<file path="config.mk">
export PLATFORM = sky130hd
export DESIGN_NAME = bitrev_master
export DESIGN_NICKNAME = d
export VERILOG_FILES = /design/src/rtl/bitrev_master.sv
export SDC_FILE = /design/constraint.sdc
export NUM_CORES = 1
export LEC_CHECK = 0
export CAP_MARGIN = 0
export CORE_MARGIN = 2
export CORE_UTILIZATION = 48
export DETAILED_ROUTE_END_ITERATION = 7
export PLACE_DENSITY = 0.74
export SYNTH_ARGS = -nofsm -noshare
export SYNTH_HDL_FRONTEND = slang
export SYNTH_SLANG_ARGS = --single-unit
</file>
<file path="constraint.sdc">
create_clock -name clock -period 2.45 [get_ports clock]
set_input_delay 0.49 -clock clock [delete_from_list [all_inputs] [get_ports clock]]
set_output_delay 0.49 -clock clock [all_outputs]
set_load 0.02 [all_outputs]
</file>
<file path="src/rtl/bitrev_master.sv">
// bitrev_master: SPI-style initiator for the bit-reversal peripheral.
// Each accepted request sends one byte MSB-first on mosi, then clocks eight
// more sck periods to read the reversed byte back on miso. The result is
// presented on a one-cycle resp_valid strobe. Frame latency is 33*DIV cycles.
//
// Parameters:
//   DIV        system-clock cycles per sck half-period (1..255)
// Ports:
//   clock      system clock, rising edge
//   reset      asynchronous active-high reset
//   req_valid  request present, tx_data valid
//   req_ready  high exactly while idle; accept = req_valid & req_ready
//   tx_data    byte to send
//   resp_valid one-cycle pulse, rx_data is new
//   rx_data    received byte, held until the next response
//   err        received byte differs from bit-reversed tx (check build only)
//   sck        serial clock, idle low
//   ss         select, active low, idle high
//   mosi       serial data out, idle 0
//   miso       serial data in
//
// Optional feature: define BITREV_MASTER_CHECK_EN to compare the received
// byte against the bit-reversed transmit byte and raise err on mismatch.
// Without it err is tied low.
module bitrev_master #(
  parameter int unsigned DIV = 2
) (
  input  logic       clock,
  input  logic       reset,
  input  logic       req_valid,
  output logic       req_ready,
  input  logic [7:0] tx_data,
  output logic       resp_valid,
  output logic [7:0] rx_data,
  output logic       err,
  output logic       sck,
  output logic       ss,
  output logic       mosi,
  input  logic       miso
);

  typedef enum logic [1:0] {
    ST_IDLE,
    ST_LOW,
    ST_HIGH,
    ST_END
  } state_t;

  state_t     r_state;
  state_t     w_state_nxt;
  logic [7:0] r_phase;
  logic [3:0] r_bit;
  logic [7:0] r_tx;
  logic [7:0] r_rx;
  logic       w_accept;
  logic       w_phase_last;

  assign req_ready    = (r_state == ST_IDLE);
  assign w_accept     = req_valid && req_ready;
  assign w_phase_last = (r_phase == 8'(DIV - 1));

  always_ff @(posedge clock or posedge reset) begin
    if (reset) r_state <= ST_IDLE;
    else       r_state <= w_state_nxt;
  end

  always_comb begin
    w_state_nxt = r_state;
    case (r_state)
      ST_IDLE: if (w_accept)     w_state_nxt = ST_LOW;
      ST_LOW:  if (w_phase_last) w_state_nxt = ST_HIGH;
      ST_HIGH: if (w_phase_last) w_state_nxt = (r_bit == 4'd15) ? ST_END : ST_LOW;
      ST_END:  if (w_phase_last) w_state_nxt = ST_IDLE;
      default: w_state_nxt = ST_IDLE;
    endcase
  end

  // Pin, counter and response registers
  always_ff @(posedge clock or posedge reset) begin
    if (reset) begin
      r_phase    <= 8'd0;
      r_bit      <= 4'd0;
      sck        <= 1'b0;
      ss         <= 1'b1;
      mosi       <= 1'b0;
      resp_valid <= 1'b0;
      rx_data    <= 8'h00;
    end else begin
      resp_valid <= 1'b0;
      case (r_state)
        ST_IDLE: begin
          if (w_accept) begin
            ss      <= 1'b0;
            mosi    <= tx_data[7];
            r_bit   <= 4'd0;
            r_phase <= 8'd0;
          end
        end
        ST_LOW: begin
          if (w_phase_last) begin
            sck     <= 1'b1;
            r_phase <= 8'd0;
          end else begin
            r_phase <= r_phase + 8'd1;
          end
        end
        ST_HIGH: begin
          if (w_phase_last) begin
            sck     <= 1'b0;
            r_phase <= 8'd0;
            if (r_bit != 4'd15) begin
              r_bit <= r_bit + 4'd1;
              // bits 1..7 come from the latched byte, read-back bits send 0
              mosi  <= (r_bit < 4'd7) ? r_tx[3'd6 - r_bit[2:0]] : 1'b0;
            end
          end else begin
            r_phase <= r_phase + 8'd1;
          end
        end
        ST_END: begin
          if (w_phase_last) begin
            ss         <= 1'b1;
            rx_data    <= r_rx;
            resp_valid <= 1'b1;
            r_phase    <= 8'd0;
          end else begin
            r_phase <= r_phase + 8'd1;
          end
        end
        default: ;
      endcase
    end
  end

  // Shift data: no reset needed, every frame fully overwrites both
  always_ff @(posedge clock) begin
    if (w_accept) r_tx <= tx_data;
    // miso is sampled on the edge that raises sck, i.e. before the rise
    if (r_state == ST_LOW && w_phase_last && r_bit[3]) r_rx <= {r_rx[6:0], miso};
  end

`ifdef BITREV_MASTER_CHECK_EN
  function automatic logic [7:0] bitrev8(input logic [7:0] v);
    logic [7:0] r;
    for (int i = 0; i < 8; i++) r[i] = v[7-i];
    return r;
  endfunction

  always_ff @(posedge clock or posedge reset) begin
    if (reset)                                err <= 1'b0;
    else if (w_accept)                        err <= 1'b0;
    else if (r_state == ST_END && w_phase_last) err <= (r_rx != bitrev8(r_tx));
  end
`else
  assign err = 1'b0;
`endif

endmodule

</file>
==> flow_metrics.py, run 1 <==
metrics = {
    "clock_tree": {
        "post_cts_resized": 0,
        "cts.sinks": 42,
        "numCtsBuffers": 5,
        "htreeDepth": 2,
        "clockRootBuffer": "clkbuf_8",
        "clkLatencyLatePin_ns": 0.29,
        "hold_buffers": 0,
        "clk_pin_slew_worst_paths_ns": 0.08,
        "cts_tree": "done",
        "clockBufferDepth": 2,
        "postCtsSetupBuffers": 0,
    },
    "placed_design": {
        "dp_cells": 216,
        "io_buffers": 24,
        "gp_congestion": 0.802,
        "hpwl_um": 2410,
        "dpl_cell_area_um2": 2150,
    },
    "worst_setup_path": {
        "worstPathMaxFanout": 12,
        "rr_worst_depth": 7,
        "required_ns": 1.96,
        "reg2reg_from": "r_phase[1]$_DFFE_PP0P_",
        "start_kind": "flop",
        "path_class": "reg -> out",
        "startpoint": "r_state[0]$_DFFE_PP0P_",
        "reg2reg_to": "r_rx[2]$_DFFE_PP_",
        "endpoint_kind": "primary output",
        "critPathArrivalTime_ns": 1.82,
        "rrSetupSlack_ns": 0.42,
        "crit_path_end": "req_ready",
    },
    "logic_synthesis": {
        "synth_edf_count": 16,
        "synth_commonest_cells": "dfrtp_1 (25), o21ai_0 (18), edfxtp_1 (16)",
        "ys_seq_area_share_pct": 62.1,
        "synth_most_common_cell": "dfrtp_1",
        "ys_async_sr_fraction_pct": 61.9,
        "syn_avg_cell_area_um2": 12.8,
        "netlist_area_um2": 1820,
        "syn-num-nets": 157,
        "yosysTopAreaCell": "dfrtp_1",
        "ys_top_cells_by_area": "dfrtp_1 (34%), edfxtp_1 (26%), mux2_2 (5.6%), o21ai_0 (4.9%), mux4_2 (2.5%)",
        "ys_types": 38,
        "ys_warn_count": 0,
        "yosysTopAreaCellShare_pct": 34.3,
        "ys_seq_elements": 42,
        "synthCells": 142,
        "ys.flop_type": "dfrtp_1",
    },
    "sta": {
        "finClkSkew_ns": 0.0144,
        "rsz0062_at_grt": "false",
        "worst_pin_slew_ns": 0.497,
        "final_max_slew_viol_count": 0,
        "fin_crit_sh_pct": 94.1,
        "period_needed_ns": 2.31,
        "max_freq_mhz": 434,
        "relSlewSlack_pct": 66.7,
        "tns_ns": 0,
        "setup_violations": 0,
        "hold_viol_final": 0,
    },
    "layout": {
        "n_antenna_cell": 0,
        "drive_gt1_share_pct": 17.0,
        "nNetsFinal": 190,
        "fin_area_um2": 2260,
        "fin_cells": 224,
        "area.growth.synth_to_final_pct": 24.0,
        "num-fill-cells": 286,
    },
    "detailed_routing": {
        "final_antenna_net_count": 0,
        "finalWirelength_um": 3310,
        "drcViolationCount": 0,
        "dr_total_vias": 1242,
        "initialDrtViolationCount": 55,
        "drtPass1Iterations": 4,
        "routedWlPerCell_um": 14.8,
        "vias_per_cell": 5.54,
    },
    "global_route": {
        "grt_usage_pct": 18.1,
        "grt_pass1_vias": 1237,
        "antenna_found_initial": 0,
        "grt_start_max_net_pins": 27,
        "grt_first_pass_wirelength_um": 5790,
        "grt_overflow": 0,
    },
    "job": {
        "max_cap_violations": 0,
    },
    "floorplan": {
        "ios": 26,
        "rows": 22,
        "die_area_um2": 4310,
        "core_um2": 3660,
        "fp.dieH_um": 65.6,
        "dieWidth_um": 65.6,
        "initial_core_util_pct": 49.8,
    },
    "outcome": {
        "status": "completed",
    },
    "pwr": {
        "leakagePower_uw": 0.000885,
        "p_per_area_nw_per_um2": 1140,
        "ir_worst_vdd_mv": 0.673,
    },
    "min_path": {
        "hold_path_class": "reg -> reg",
    },
}
==> cells by family (layout without fill, tap and decap cells) <==
kind of cell	after synthesis	count (layout)	share of synthesized area, %
AO/OA/AOI/OAI	34	34	11.1
adder cells (fa/ha/maj)	3	3	2.06
XOR/XNOR	3	3	1.44
flip-flops	42	42	62.1
other	1	1	0.206
AND/OR/NAND/NOR	39	39	12.6
buffers and inverters	8	42	1.85
multiplexers	12	12	8.58
==> critical path, cell delays in order (launching register included) <==
cell	delay, ns
dfrtp_1	0.50
nor2_1	0.35
clkdlybuf4s50_1	0.68
==> state kept, by name, summed over array words and instances, names as in the netlist <==
| name | count |
|---|---|
| r_state | 2 |
| rx_data | 8 |
| r_tx | 8 |
| r_rx | 8 |
| resp_valid | 1 |
| r_phase | 8 |
| sck | 1 |
| r_bit | 4 |
| mosi | 1 |
| ss | 1 |
==> worst min path at each step <==
stage / start / end / slack [ns] / cells after the start
after floorplan: r_rx[0]$_DFFE_PP_ / r_rx[1]$_DFFE_PP_ / 0.42 / 0
after global placement: r_rx[2]$_DFFE_PP_ / r_rx[3]$_DFFE_PP_ / 0.44 / 0
after detailed placement: r_rx[0]$_DFFE_PP_ / r_rx[1]$_DFFE_PP_ / 0.44 / 0
after CTS: r_rx[6]$_DFFE_PP_ / r_rx[7]$_DFFE_PP_ / 0.46 / 0
after global routing: r_rx[4]$_DFFE_PP_ / r_rx[5]$_DFFE_PP_ / 0.49 / 0
final: r_rx[6]$_DFFE_PP_ / r_rx[7]$_DFFE_PP_ / 0.46 / 0
==> area by class of cell <==
| class | instances | area, µm² | share of cell area (%) |
|---|---|---|---|
| Clock inverter | 2 | 37.5 | 1.66 |
| Clock buffer | 6 | 72.6 | 3.21 |
| Multi-Input combinational cell | 92 | 662 | 29.3 |
| Inverter | 5 | 18.8 | 0.830 |
| Sequential cell | 42 | 1130 | 50.1 |
| Timing Repair Buffer | 29 | 278 | 12.3 |
| Tap cell | 48 | 60.1 | 2.66 |
==> layout by cell type (no fill, tap or decap), types with 2 or more instances in the layout <==
cell              n
xnor2_1           2
a21o_1            2
buf_4             5
inv_1             5
edfxtp_1         16
ha_1              3
nor3_1            2
a211oi_1          2
o21ai_0          18
dfrtp_1          25
o31ai_1           2
a21oi_1           4
nand3_1           5
mux4_2            2
nand4_1           2
a22o_1            2
clkbuf_8          5
nand2_1          11
clkdlybuf4s50_1  24
nor2_1            7
and3_1            2
mux2_2            9
nand2b_1          2
==> stage by stage <==
stage / power [µW] / setup WS (ns) / hold WS [ns] / utilization, %
3_5_place_dp: 2070 / 0.431 / 0.443 / 58.7
5_1_grt: 2760 / 0.00983 / 0.489 / 61.8
2_1_floorplan: 1680 / 0.218 / 0.422 / -
6_report: 2580 / 0.144 / 0.456 / 61.8
3_3_place_gp: 2020 / 0.471 / 0.438 / 58.7
4_1_cts: 2610 / 0.130 / 0.464 / 61.8
==> per-layer routing <==
| layer | vias to the layer above | track usage (%) | routed length (µm) |
|---|---|---|---|
| met4 | 0 | 6.25 | 21 |
| met1 | 625 | 23.0 | 1470 |
| met5 | - | 0 | 0 |
| met2 | 27 | 30.1 | 1720 |
| met3 | 2 | 4.62 | 98 |
| li1 | 588 | - | - |
==> report_power, final <==
part	internal, µW	switching, µW	leakage, µW	total, µW
logic	468	485	0.000361	953
clock network	304	230	0.0000514	534
registers	927	164	0.000472	1090
total	1700	879	0.000885	2580
Power figures use the tool's default switching activity.
==> inputs of run 2 (changes only) <==
Settings changed: CTS_CLUSTER_SIZE set to 10, REMOVE_ABC_BUFFERS set to 1.
==> run 2 against run 1 <==
Compared with the run above:
- global-route usage grew 0.59 points
- critical path depth is the same
- core utilization is essentially flat
- clock power grew 3.7%
- setup slack gained 0.13 ns
- critical endpoint unchanged
==> flow_metrics.py, run 2 (same netlist as run 1, synthesis figures left out) <==
metrics = {
    "floorplan": {
        "rows": 22,
        "initial_core_util_pct": 49.8,
        "dieWidth_um": 65.6,
        "die_area_um2": 4310,
        "fp.dieH_um": 65.6,
        "ios": 26,
        "core_um2": 3660,
    },
    "placed_design": {
        "hpwl_um": 2430,
        "dp_cells": 216,
        "io_buffers": 24,
        "gp_congestion": 0.836,
        "dpl_cell_area_um2": 2150,
        "pre_cts_slack_ns": 0.372,
    },
    "pwr": {
        "leakagePower_uw": 0.000883,
        "ir_worst_vdd_mv": 0.702,
        "p_per_area_nw_per_um2": 1150,
    },
    "global_route": {
        "antenna_found_initial": 0,
        "gr-usage-met2_pct": 30.9,
        "grt_start_max_net_pins": 27,
        "grt_overflow": 0,
        "grt_busiest_layer": "met2",
        "grt_usage_pct": 18.7,
        "grt_pass1_vias": 1227,
        "grt_use_met3_pct": 4.62,
        "grt_first_pass_wirelength_um": 5950,
        "use_met1_pct": 23.4,
    },
    "worst_setup_path": {
        "start_kind": "flop",
        "critPathArrivalTime_ns": 1.69,
        "reg2reg_to": "r_rx[1]$_DFFE_PP_",
        "endpoint_kind": "primary output",
        "reg2reg_from": "r_phase[1]$_DFFE_PP0P_",
        "crit_path_end": "req_ready",
        "startpoint": "r_state[1]$_DFFE_PP0P_",
        "rr_worst_depth": 7,
        "worstPathMaxFanout": 13,
        "rrSetupSlack_ns": 0.35,
        "path_class": "reg -> out",
        "required_ns": 1.96,
    },
    "min_path": {
        "hold_path_class": "reg -> reg",
    },
    "clock_tree": {
        "htreeDepth": 2,
        "hold_buffers": 0,
        "clkLatencyLatePin_ns": 0.30,
        "cts_tree": "done",
        "postCtsSetupBuffers": 0,
        "post_cts_resized": 0,
        "clockRootBuffer": "clkbuf_8",
        "clockBufferDepth": 2,
        "cts.sinks": 42,
        "clk_pin_slew_worst_paths_ns": 0.09,
        "numCtsBuffers": 5,
    },
    "layout": {
        "n_antenna_cell": 0,
        "fin_area_um2": 2260,
        "nNetsFinal": 190,
        "area.growth.synth_to_final_pct": 24.0,
        "final_cell_mix": "dfrtp_1 (25), clkdlybuf4s50_1 (24), o21ai_0 (18), edfxtp_1 (16), nand2_1 (11)",
        "final_common_cell": "dfrtp_1",
        "num-fill-cells": 289,
        "drive_gt1_share_pct": 17.0,
        "fin_cells": 224,
    },
    "sta": {
        "rsz0062_at_grt": "false",
        "final_max_slew_viol_count": 0,
        "setup_violations": 0,
        "max_freq_mhz": 459,
        "tns_ns": 0,
        "worst_slack_ns": 0.273,
        "finClkSkew_ns": 0.00927,
        "hold_viol_final": 0,
        "period_needed_ns": 2.18,
        "fin_crit_sh_pct": 88.9,
    },
    "detailed_routing": {
        "vias_per_cell": 5.48,
        "initialDrtViolationCount": 63,
        "dr_total_vias": 1228,
        "drtPass1Iterations": 4,
        "drcViolationCount": 0,
        "finalWirelength_um": 3390,
        "final_antenna_net_count": 0,
        "routedWlPerCell_um": 15.1,
    },
    "job": {
        "max_cap_violations": 0,
    },
    "outcome": {
        "status": "completed",
    },
}
run 2: changes by cell type in the layout (fill, tap and decap cells not counted):
cell        change
nor3b_1         +1
clkinvlp_4      +1
nor3b_2         -1
clkbuf_1        -1
run 2: metal layers:
metal	up-vias	routed length, µm
li1	589	-
met1	605	1480
met2	28	1720
met3	6	132
met4	0	62
met5	-	0
run 2: power breakdown:
part           internal (µW)  leakage (µW)  switching (µW)
clock                    303     0.0000504             251
sequential               926      0.000472             185
combinational            466      0.000361             467
total                   1700      0.000883             903
run 2: through the flow:
stage                     total power, µW  hold WS (ns)  util (%)
after floorplan                      1670         0.422         -
after CTS                            2610         0.471      61.7
after global placement               2010         0.437      58.6
after detailed placement             2060         0.444      58.6
after global routing                 2760         0.480      61.7
final                                2600         0.464      61.7
run 2: how the worst min path moves through the flow:
stage,start,endpoint,cells after the start
after detailed placement,r_rx[0]$_DFFE_PP_,r_rx[1]$_DFFE_PP_,0
final,r_rx[3]$_DFFE_PP_,r_rx[4]$_DFFE_PP_,0
after global placement,r_rx[2]$_DFFE_PP_,r_rx[3]$_DFFE_PP_,0
after floorplan,r_rx[0]$_DFFE_PP_,r_rx[1]$_DFFE_PP_,0
after global routing,r_rx[3]$_DFFE_PP_,r_rx[4]$_DFFE_PP_,0
after CTS,r_rx[0]$_DFFE_PP_,r_rx[1]$_DFFE_PP_,0
run 2: layout make-up:
type	instances	area (µm²)	share of cell area [%]
inverter	5	18.8	0.831
clock buffer	5	68.8	3.05
timing repair buffer	29	278	12.3
sequential	42	1130	50.1
tap	48	60.1	2.66
clock inverter	3	45.0	1.99
multi-input combinational	92	657	29.1
run 2: critical path, cell delays in order (launching register included):
cell	delay, ns
dfrtp_1	0.52
nor2_1	0.23
clkdlybuf4s50_1	0.64
